==> config.mk <==
export PLATFORM = sky130hd
export DESIGN_NAME = prg_cart_loader
export DESIGN_NICKNAME = d
export VERILOG_FILES = /design/src/rtl/loader_pkg.sv /design/src/rtl/loader_fixup_seq.sv /design/src/rtl/prg_cart_loader.sv
export SDC_FILE = /design/constraint.sdc
export NUM_CORES = 1
export LEC_CHECK = 0
export BUFFER_PORTS_ARGS = -buffer_cell sky130_fd_sc_hd__buf_4
export CAP_MARGIN = 25
export CORE_ASPECT_RATIO = 1.4
export CORE_UTILIZATION = 50
export CTS_CLUSTER_SIZE = 25
export DETAILED_ROUTE_END_ITERATION = 10
export HOLD_SLACK_MARGIN = 0.08
export PLACE_DENSITY = 0.76
export SETUP_SLACK_MARGIN = 0.5
export SLEW_MARGIN = 20
export SYNTH_ARGS = -nofsm -noshare
export SYNTH_HDL_FRONTEND = slang
export SYNTH_SLANG_ARGS = --single-unit
==> constraint.sdc <==
create_clock -name clk_sys -period 2.3 [get_ports clk_sys]
set_input_delay 0.46 -clock clk_sys [delete_from_list [all_inputs] [get_ports clk_sys]]
set_output_delay 0.46 -clock clk_sys [all_outputs]
set_load 0.05 [all_outputs]
==> src/rtl/loader_pkg.sv <==
// Shared constants for the ioctl download sequencer: state codes, image modes,
// default raw bank bases, BASIC pointer list and the autorun keystroke table.
package loader_pkg;

  localparam logic [2:0] ST_IDLE   = 3'd0;
  localparam logic [2:0] ST_HDR_LO = 3'd1;
  localparam logic [2:0] ST_HDR_HI = 3'd2;
  localparam logic [2:0] ST_DATA   = 3'd3;
  localparam logic [2:0] ST_FIXUP  = 3'd4;
  localparam logic [2:0] ST_DONE   = 3'd5;

  typedef enum logic [1:0] {
    MODE_PRG  = 2'd0,
    MODE_CART = 2'd1,
    MODE_RAW  = 2'd2
  } mode_t;

  localparam logic [63:0] DEF_RAW_BASES = {16'hB000, 16'hA000, 16'h6000, 16'h4000};
  localparam logic [63:0] DEF_PTR_LIST  = {16'h00AE, 16'h0031, 16'h002F, 16'h002D};

  // "RUN<CR>" stuffed into the keyboard buffer, then the buffer count
  localparam int          AUTORUN_LEN   = 5;
  localparam logic [79:0] AUTORUN_ADDRS = {16'h00C6, 16'h027A, 16'h0279, 16'h0278, 16'h0277};
  localparam logic [39:0] AUTORUN_DATA  = {8'h04, 8'h0D, 8'h4E, 8'h55, 8'h52};

endpackage

==> src/rtl/loader_fixup_seq.sv <==
// Table-driven write emitter: walks N {addr,data,enable} entries, one slot every
// two cycles; disabled entries keep their slot but produce no write.
module loader_fixup_seq #(
  parameter int ADDR_W = 16,
  parameter int N      = 8
) (
  input  logic                clk_sys,
  input  logic                reset,
  input  logic                start,
  input  logic                abort,
  input  logic [N*ADDR_W-1:0] tbl_addr,
  input  logic [N*8-1:0]      tbl_data,
  input  logic [N-1:0]        tbl_en,
  output logic                wr,
  output logic [ADDR_W-1:0]   addr,
  output logic [7:0]          data,
  output logic                finished
);

  localparam int IW = (N > 1) ? $clog2(N) : 1;

  logic          running;
  logic          phase;
  logic [IW-1:0] idx;

  assign finished = running & phase & (idx == IW'(N - 1));

  always_ff @(posedge clk_sys or posedge reset) begin
    if (reset) begin
      running <= 1'b0;
      phase   <= 1'b0;
      idx     <= '0;
      wr      <= 1'b0;
      addr    <= '0;
      data    <= '0;
    end else begin
      wr <= 1'b0;
      if (abort) begin
        running <= 1'b0;
        phase   <= 1'b0;
        idx     <= '0;
      end else if (start) begin
        running <= 1'b1;
        phase   <= 1'b0;
        idx     <= '0;
      end else if (running) begin
        phase <= ~phase;
        if (!phase) begin
          wr   <= tbl_en[idx];
          addr <= tbl_addr[idx*ADDR_W +: ADDR_W];
          data <= tbl_data[idx*8 +: 8];
        end else if (finished) begin
          running <= 1'b0;
        end else begin
          idx <= idx + 1'b1;
        end
      end
    end
  end

endmodule

==> src/rtl/prg_cart_loader.sv <==
// Download sequencer from the hps_io ioctl stream to the core config bus (PRG,
// CART, raw banks). Define LOADER_AUTORUN_EN to append the "RUN" keystrokes after PRG fixups.
module prg_cart_loader
  import loader_pkg::*;
#(
  parameter int                      ADDR_W     = 16,
  parameter int                      NBLK       = 8,
  parameter int                      PRG_INDEX  = 1,
  parameter int                      CART_INDEX = 2,
  parameter int                      RAW_INDEX  = 3,
  parameter logic [4*ADDR_W-1:0]     RAW_BASES  = DEF_RAW_BASES,
  parameter logic [ADDR_W-1:0]       PRG_LIMIT  = 16'hA000,
  parameter logic [ADDR_W-1:0]       CART_LIMIT = 16'hC000,
  parameter int                      NPAIR      = 4,
  parameter logic [NPAIR*ADDR_W-1:0] PTR_LIST   = DEF_PTR_LIST
) (
  input  logic              clk_sys,
  input  logic              reset,
  input  logic              ioctl_download,
  input  logic [7:0]        ioctl_index,
  input  logic              ioctl_wr,
  input  logic [24:0]       ioctl_addr,
  input  logic [7:0]        ioctl_dout,
`ifdef LOADER_AUTORUN_EN
  input  logic              autorun,
`endif
  output logic [ADDR_W-1:0] dl_addr,
  output logic [7:0]        dl_data,
  output logic              dl_wr,
  output logic [NBLK-1:0]   cart_blk,
  output logic              cart_hold,
  output logic              busy,
  output logic              done,
  output logic              overflow
);

`ifdef LOADER_AUTORUN_EN
  localparam int NSEQ = 2*NPAIR + AUTORUN_LEN;
`else
  localparam int NSEQ = 2*NPAIR;
`endif

  logic [2:0]          state, state_n;
  mode_t               mode, mode_n;
  logic [ADDR_W:0]     cnt, cnt_n;
  logic [ADDR_W:0]     limit;
  logic                dl_prev, rise;
  logic                data_wr_q, data_wr_n;
  logic [ADDR_W-1:0]   data_addr_q, data_addr_n;
  logic [7:0]          data_byte_q, data_byte_n;
  logic                ovf_n, hold_n;
  logic [NBLK-1:0]     blk_n;
  logic                seq_start, seq_abort, seq_finished;
  logic                seq_wr;
  logic [ADDR_W-1:0]   seq_addr;
  logic [7:0]          seq_data;
  logic [NSEQ*ADDR_W-1:0] seq_tbl_addr;
  logic [NSEQ*8-1:0]   seq_tbl_data;
  logic [NSEQ-1:0]     seq_tbl_en;
  logic                unused_inputs;

  assign unused_inputs = ^{ioctl_addr, ioctl_index[5]};
  assign rise          = ioctl_download & ~dl_prev;
  assign busy          = (state != ST_IDLE);
  assign done          = (state == ST_DONE);
  assign dl_wr         = data_wr_q | seq_wr;
  assign dl_addr       = seq_wr ? seq_addr : data_addr_q;
  assign dl_data       = seq_wr ? seq_data : data_byte_q;

  // Fixup table: pointer pairs get the end address lo/hi; the counter is frozen in FIXUP.
  always_comb begin
    seq_tbl_addr = '0;
    seq_tbl_data = '0;
    seq_tbl_en   = '1;
    for (int k = 0; k < NPAIR; k++) begin
      seq_tbl_addr[(2*k)*ADDR_W +: ADDR_W]   = PTR_LIST[k*ADDR_W +: ADDR_W];
      seq_tbl_addr[(2*k+1)*ADDR_W +: ADDR_W] = PTR_LIST[k*ADDR_W +: ADDR_W] + ADDR_W'(1);
      seq_tbl_data[(2*k)*8 +: 8]             = cnt[7:0];
      seq_tbl_data[(2*k+1)*8 +: 8]           = cnt[15:8];
    end
`ifdef LOADER_AUTORUN_EN
    for (int j = 0; j < AUTORUN_LEN; j++) begin
      seq_tbl_addr[(2*NPAIR+j)*ADDR_W +: ADDR_W] = ADDR_W'(AUTORUN_ADDRS[j*16 +: 16]);
      seq_tbl_data[(2*NPAIR+j)*8 +: 8]           = AUTORUN_DATA[j*8 +: 8];
      seq_tbl_en[2*NPAIR+j]                      = autorun;
    end
`endif
  end

  always_comb begin
    state_n     = state;
    mode_n      = mode;
    cnt_n       = cnt;
    data_wr_n   = 1'b0;
    data_addr_n = data_addr_q;
    data_byte_n = data_byte_q;
    ovf_n       = overflow;
    hold_n      = cart_hold;
    blk_n       = cart_blk;
    seq_start   = 1'b0;
    seq_abort   = 1'b0;
    limit       = (mode == MODE_PRG) ? {1'b0, PRG_LIMIT} : {1'b0, CART_LIMIT};

    if (ioctl_wr) begin
      case (state)
        ST_HDR_LO: begin
          cnt_n[7:0] = ioctl_dout;
          state_n    = ST_HDR_HI;
        end
        ST_HDR_HI: begin
          cnt_n[15:8] = ioctl_dout;
          state_n     = ST_DATA;
        end
        ST_DATA: begin
          if (cnt < limit) begin
            data_wr_n   = 1'b1;
            data_addr_n = cnt[ADDR_W-1:0];
            data_byte_n = ioctl_dout;
            cnt_n       = cnt + 1'b1;
            if (mode != MODE_PRG) blk_n[cnt[ADDR_W-1 -: 3]] = 1'b1;
          end else begin
            ovf_n = 1'b1;
          end
        end
        default: ;
      endcase
    end

    // End of stream is evaluated after any byte arriving in the same cycle.
    if (!ioctl_download && (state == ST_HDR_LO || state == ST_HDR_HI || state == ST_DATA)) begin
      if (mode == MODE_PRG) begin
        if (state_n == ST_DATA) begin
          state_n   = ST_FIXUP;
          seq_start = 1'b1;
        end else begin
          state_n = ST_DONE;
          ovf_n   = 1'b1;
        end
      end else begin
        state_n = ST_DONE;
        hold_n  = 1'b0;
      end
    end

    if (state == ST_FIXUP && seq_finished) state_n = ST_DONE;
    if (state == ST_DONE) state_n = ST_IDLE;

    if (rise && (state == ST_IDLE || state == ST_FIXUP)) begin
      if (ioctl_index[4:0] == 5'(PRG_INDEX) || ioctl_index[4:0] == 5'(CART_INDEX)) begin
        seq_abort = (state == ST_FIXUP);
        mode_n    = (ioctl_index[4:0] == 5'(PRG_INDEX)) ? MODE_PRG : MODE_CART;
        hold_n    = (ioctl_index[4:0] != 5'(PRG_INDEX));
        state_n   = ST_HDR_LO;
        cnt_n     = '0;
        ovf_n     = 1'b0;
      end else if (ioctl_index[4:0] == 5'(RAW_INDEX)) begin
        seq_abort = (state == ST_FIXUP);
        mode_n    = MODE_RAW;
        hold_n    = 1'b1;
        state_n   = ST_DATA;
        cnt_n     = {1'b0, RAW_BASES[ioctl_index[7:6]*ADDR_W +: ADDR_W]};
        ovf_n     = 1'b0;
      end
    end
  end

  // dl_prev resets high so a download already running at reset release is ignored.
  always_ff @(posedge clk_sys or posedge reset) begin
    if (reset) begin
      state       <= ST_IDLE;
      mode        <= MODE_PRG;
      cnt         <= '0;
      dl_prev     <= 1'b1;
      data_wr_q   <= 1'b0;
      data_addr_q <= '0;
      data_byte_q <= '0;
      overflow    <= 1'b0;
      cart_hold   <= 1'b0;
      cart_blk    <= '0;
    end else begin
      state       <= state_n;
      mode        <= mode_n;
      cnt         <= cnt_n;
      dl_prev     <= ioctl_download;
      data_wr_q   <= data_wr_n;
      data_addr_q <= data_addr_n;
      data_byte_q <= data_byte_n;
      overflow    <= ovf_n;
      cart_hold   <= hold_n;
      cart_blk    <= blk_n;
    end
  end

  loader_fixup_seq #(
    .ADDR_W (ADDR_W),
    .N      (NSEQ)
  ) u_fixup (
    .clk_sys  (clk_sys),
    .reset    (reset),
    .start    (seq_start),
    .abort    (seq_abort),
    .tbl_addr (seq_tbl_addr),
    .tbl_data (seq_tbl_data),
    .tbl_en   (seq_tbl_en),
    .wr       (seq_wr),
    .addr     (seq_addr),
    .data     (seq_data),
    .finished (seq_finished)
  );

endmodule
==> results by group <==
Global route
  • Grt ovf: 0
  • Tot GR Track Use: 29.9%
  • Met3 Track Usage GR: 3.13%
  • Met1 Resource Use GR: 35.8%
  • Pin count of the biggest net entering global routing: 32
  • Initial antenna violation count: 0
  • Most Crowded Layer GR: met2
  • M2 GR Usage: 51.5%
  • First-pass GRT wire length: 20100 microns
  • Vias in the first global route: 3948

Layout
  • Final Cell Area: 6120 sq um
  • # diodes: 0
  • Layout area overhead: 45.0%
  • Layout cell share with drive strength beyond 1: 43.7%
  • Finished Layout Cells: 621
  • NumNets Final: 566

Logic synthesis
  • Largest area contributor in the netlist: dfrtp_1
  • Synth warn: 0
  • Post-synthesis sequential area ratio: 46.3%
  • FFs w/ async S/R, synth: 100%
  • Cell Area, Synth: 4220 sq um
  • Synthesized instance count: 417
  • Library cells used by synthesis: 65
  • Synthesized Nets: 468
  • Mean Syn Cell Area: 10.1 sq um
  • Top FF cell, synth: dfrtp_1
  • Post-synth EDFFs: 0
  • Top cells by area, synth: dfrtp_1, mux2_2, nand2_1
  • Top cell type's share of synthesized area: 45.6%
  • Register bit total from synthesis: 78

Timing
  • Min Tclk post-route: 2.06 ns
  • Relative slew slack: 56.0%
  • Max Clock Freq: 486 MHz
  • Worst Setup Slack, final: 0.244 ns
  • Slew Viols, Final: 0
  • Clock skew: 0.00831 ns
  • RSZ-0062 raised after global routing: yes
  • Final critical-path share of the clock period: 89.4%
  • Slew of the pin with the lowest slew margin: 0.655 ns
  • WHS: 0.153 ns
  • Hold Fails Final Rpt: 0
  • Number of setup violations in the final report: 0

Floorplan
  • DIE AREA: 8820 sq um
  • Number of placement rows: 39
  • Width of the chip: 79.7 microns
  • Area of the core: 8200 sq um
  • # IOs: 82
  • Initial core utilization: 51.5%
  • Die Ht: 111 microns

Job
  • Max Cap Violations: 0

Critical path
  • CP peak stage delay: 0.37 ns
  • RR Startpoint: mode[0]
  • Slowest-stage cell, CP: dfrtp_1
  • Setup crit start: mode[0]
  • Startpoint type of the worst setup path: flop
  • Worst Path Required: 2.52 ns
  • CP cell instances: or2_4 > inv_4 > ha_4 > o21ai_4 > o21ai_4 > nor2_4 > buf_6 > clkbuf_16 > mux2_4
  • Crit Path Max Fanout: 6
  • Arrival @ worst endpoint: 2.28 ns
  • CP Class: reg -> reg
  • Critical path capture point type: flop
  • CP most frequent cell: o21ai_4

Clock tree
  • Clk sink count: 78
  • Clock Latency Late Sink: 0.34 ns
  • H-tree depth: 3
  • Worst-path clk slew: 0.06 ns
  • CTS Buf Count: 9
  • CTS tree: built
  • Clock buffer depth: 2
  • Root Buffer: clkbuf_16
  • Cts hold-fix bufs: 0

Power and ir drop
  • P_leak: 2.74 nW
  • Pwr/cell area: 1260 nW/um^2
  • Combinational share of power: 52.7%
  • Worst-case vdd ir drop: 0.674 mV
  • Share of power burned in registers: 29.4%
  • Switching part of the total: 41.6%
  • Internal power: 4.49 mW
  • Clk network pwr share: 17.9%
  • Sw Pwr: 3.21 mW

Placed design
  • Placed cell area: 5030 sq um
  • Port-buffer cells: 55
  • Post-DP HPWL: 8020 microns
  • Gpl congestion: 0.926
  • DP Cell Count: 570
  • Pre-CTS setup slack: 0.125 ns

Detailed routing
  • Detail Route Antenna Nets: 0
  • Via count: 3960
  • WL per Instance: 21.0 microns
  • Iter 0 DRT Violations: 360
  • DR vias/cell: 6.38
  • DRC errors left: 0
  • 1st-pass router iterations: 5
  • Total wire length: 13100 microns

Hold path
  • Hold Crit Class: in -> async

Status
  • Status: finished, final reports clean
==> synthesized netlist by cell type, drive strengths merged (6+ instances only) <==
master  number
nand3       10
nor2        22
mux2i       13
nand2       39
inv         14
clkbuf      13
nor4         6
nor2b       13
a21oi       15
ha           6
nor3         9
buf         13
dfrtp       77
o21ai       33
mux2        37
nand4        7
==> sequential cells by signal, summed over array words and instances, names as in the netlist <==
name and flops:
cart_blk 8, cart_hold 1, cnt 17, data_addr_q 16, data_byte_q 8, data_wr_q 1
dl_prev 1, mode 2, overflow 1, state 3, u_fixup.addr 6, u_fixup.data 8
u_fixup.idx 3, u_fixup.phase 1, u_fixup.running 1, u_fixup.wr 1
==> area by class of cell <==
| class | count | area (sq um) |
|---|---|---|
| multi-input combinational | 299 | 2520 |
| clock buffer | 15 | 288 |
| inverter | 14 | 58.8 |
| fill | 508 | 2070 |
| sequential | 78 | 1970 |
| timing repair buffer | 113 | 1160 |
| tap | 102 | 128 |
==> cell usage in the layout, fill, tap and decap left out, drive strengths merged, types with 4 or more instances in the layout <==
cell      n
a21oi    15
a22oi     4
a311o     4
a31oi     5
a32oi     4
and2      5
and3      5
buf     112
clkbuf   16
dfrtp    77
ha        6
inv      13
mux2     37
mux2i    13
nand2    39
nand2b    4
nand3    10
nand4     7
nor2     22
nor2b    13
nor3      9
nor3b     4
nor4      6
o211ai    4
o21ai    33
or2       4
==> routing by layer <==
| layer | part of all wire, % | vias to the layer above |
|---|---|---|
| li1 | - | 1739 |
| met1 | 37 | 1949 |
| met2 | 52 | 217 |
| met3 | 5.9 | 55 |
| met4 | 4.7 | 0 |
| met5 | 0 | - |
==> power by group through the flow <==
stage	logic, mW	clock network, mW	registers (mW)
CTS	3.64	1.38	2.22
global placement	2.79	0	2.23
detailed placement	2.86	0	2.26
floorplan	2.14	0	2.09
finish	4.05	1.38	2.27
global route	4.27	1.45	2.31
==> per-stage QoR <==
| step | total power, mW | util (%) | TNS [ns] |
|---|---|---|---|
| floorplan | 4.23 | - | -0.0181 |
| global placement | 5.02 | 61.3 | 0 |
| detailed placement | 5.12 | 61.3 | 0 |
| CTS | 7.24 | 71.8 | 0 |
| global route | 8.03 | 74.7 | 0 |
| finish | 7.70 | 74.7 | 0 |
==> timing repair <==
action,4_1_cts,5_1_grt
resized for setup,84,31
buffers inserted,27,7
cloned,1,1
setup endpoints to repair,75,92
pin swaps,17,15
==> cells by family (layout without fill, tap and decap cells) <==
logic type	Yosys count	count (layout)	share of synthesized area, %
XOR/XNOR	1	1	0.207
buffers and inverters	40	142	4.09
AND/OR/NAND/NOR	142	142	18.6
flip-flops	78	78	46.3
multiplexers	50	50	12.9
adder cells (fa/ha/maj)	6	6	1.78
AO/OA/AOI/OAI	100	100	16.1
==> worst max-delay path, delay by kind of cell, from the launching register on <==
| family | cells | cell delay [ns] |
|---|---|---|
| muxes | 1 | 0.30 |
| adders and majority gates | 1 | 0.20 |
| and+or+nand+nor | 2 | 0.43 |
| DFF | 1 | 0.37 |
| buffers and inverters | 3 | 0.36 |
| AOI/OAI and AO/OA | 2 | 0.27 |
==> path summary, 6_finish.rpt <==
check | endpoint | slack [ns] | depth (start not counted)
min in group clk_sys | dl_prev | 0.27 | 1
max in group asynchronous | dl_prev | 1.53 | 3
hold reg to reg | cart_blk[0] | 0.46 | 1
hold / removal | cnt[16] | 0.15 | 2
setup reg to reg | data_byte_q[4] | 0.24 | 9
setup / recovery | data_byte_q[4] | 0.24 | 9
(Power assumes the default switching activity.)
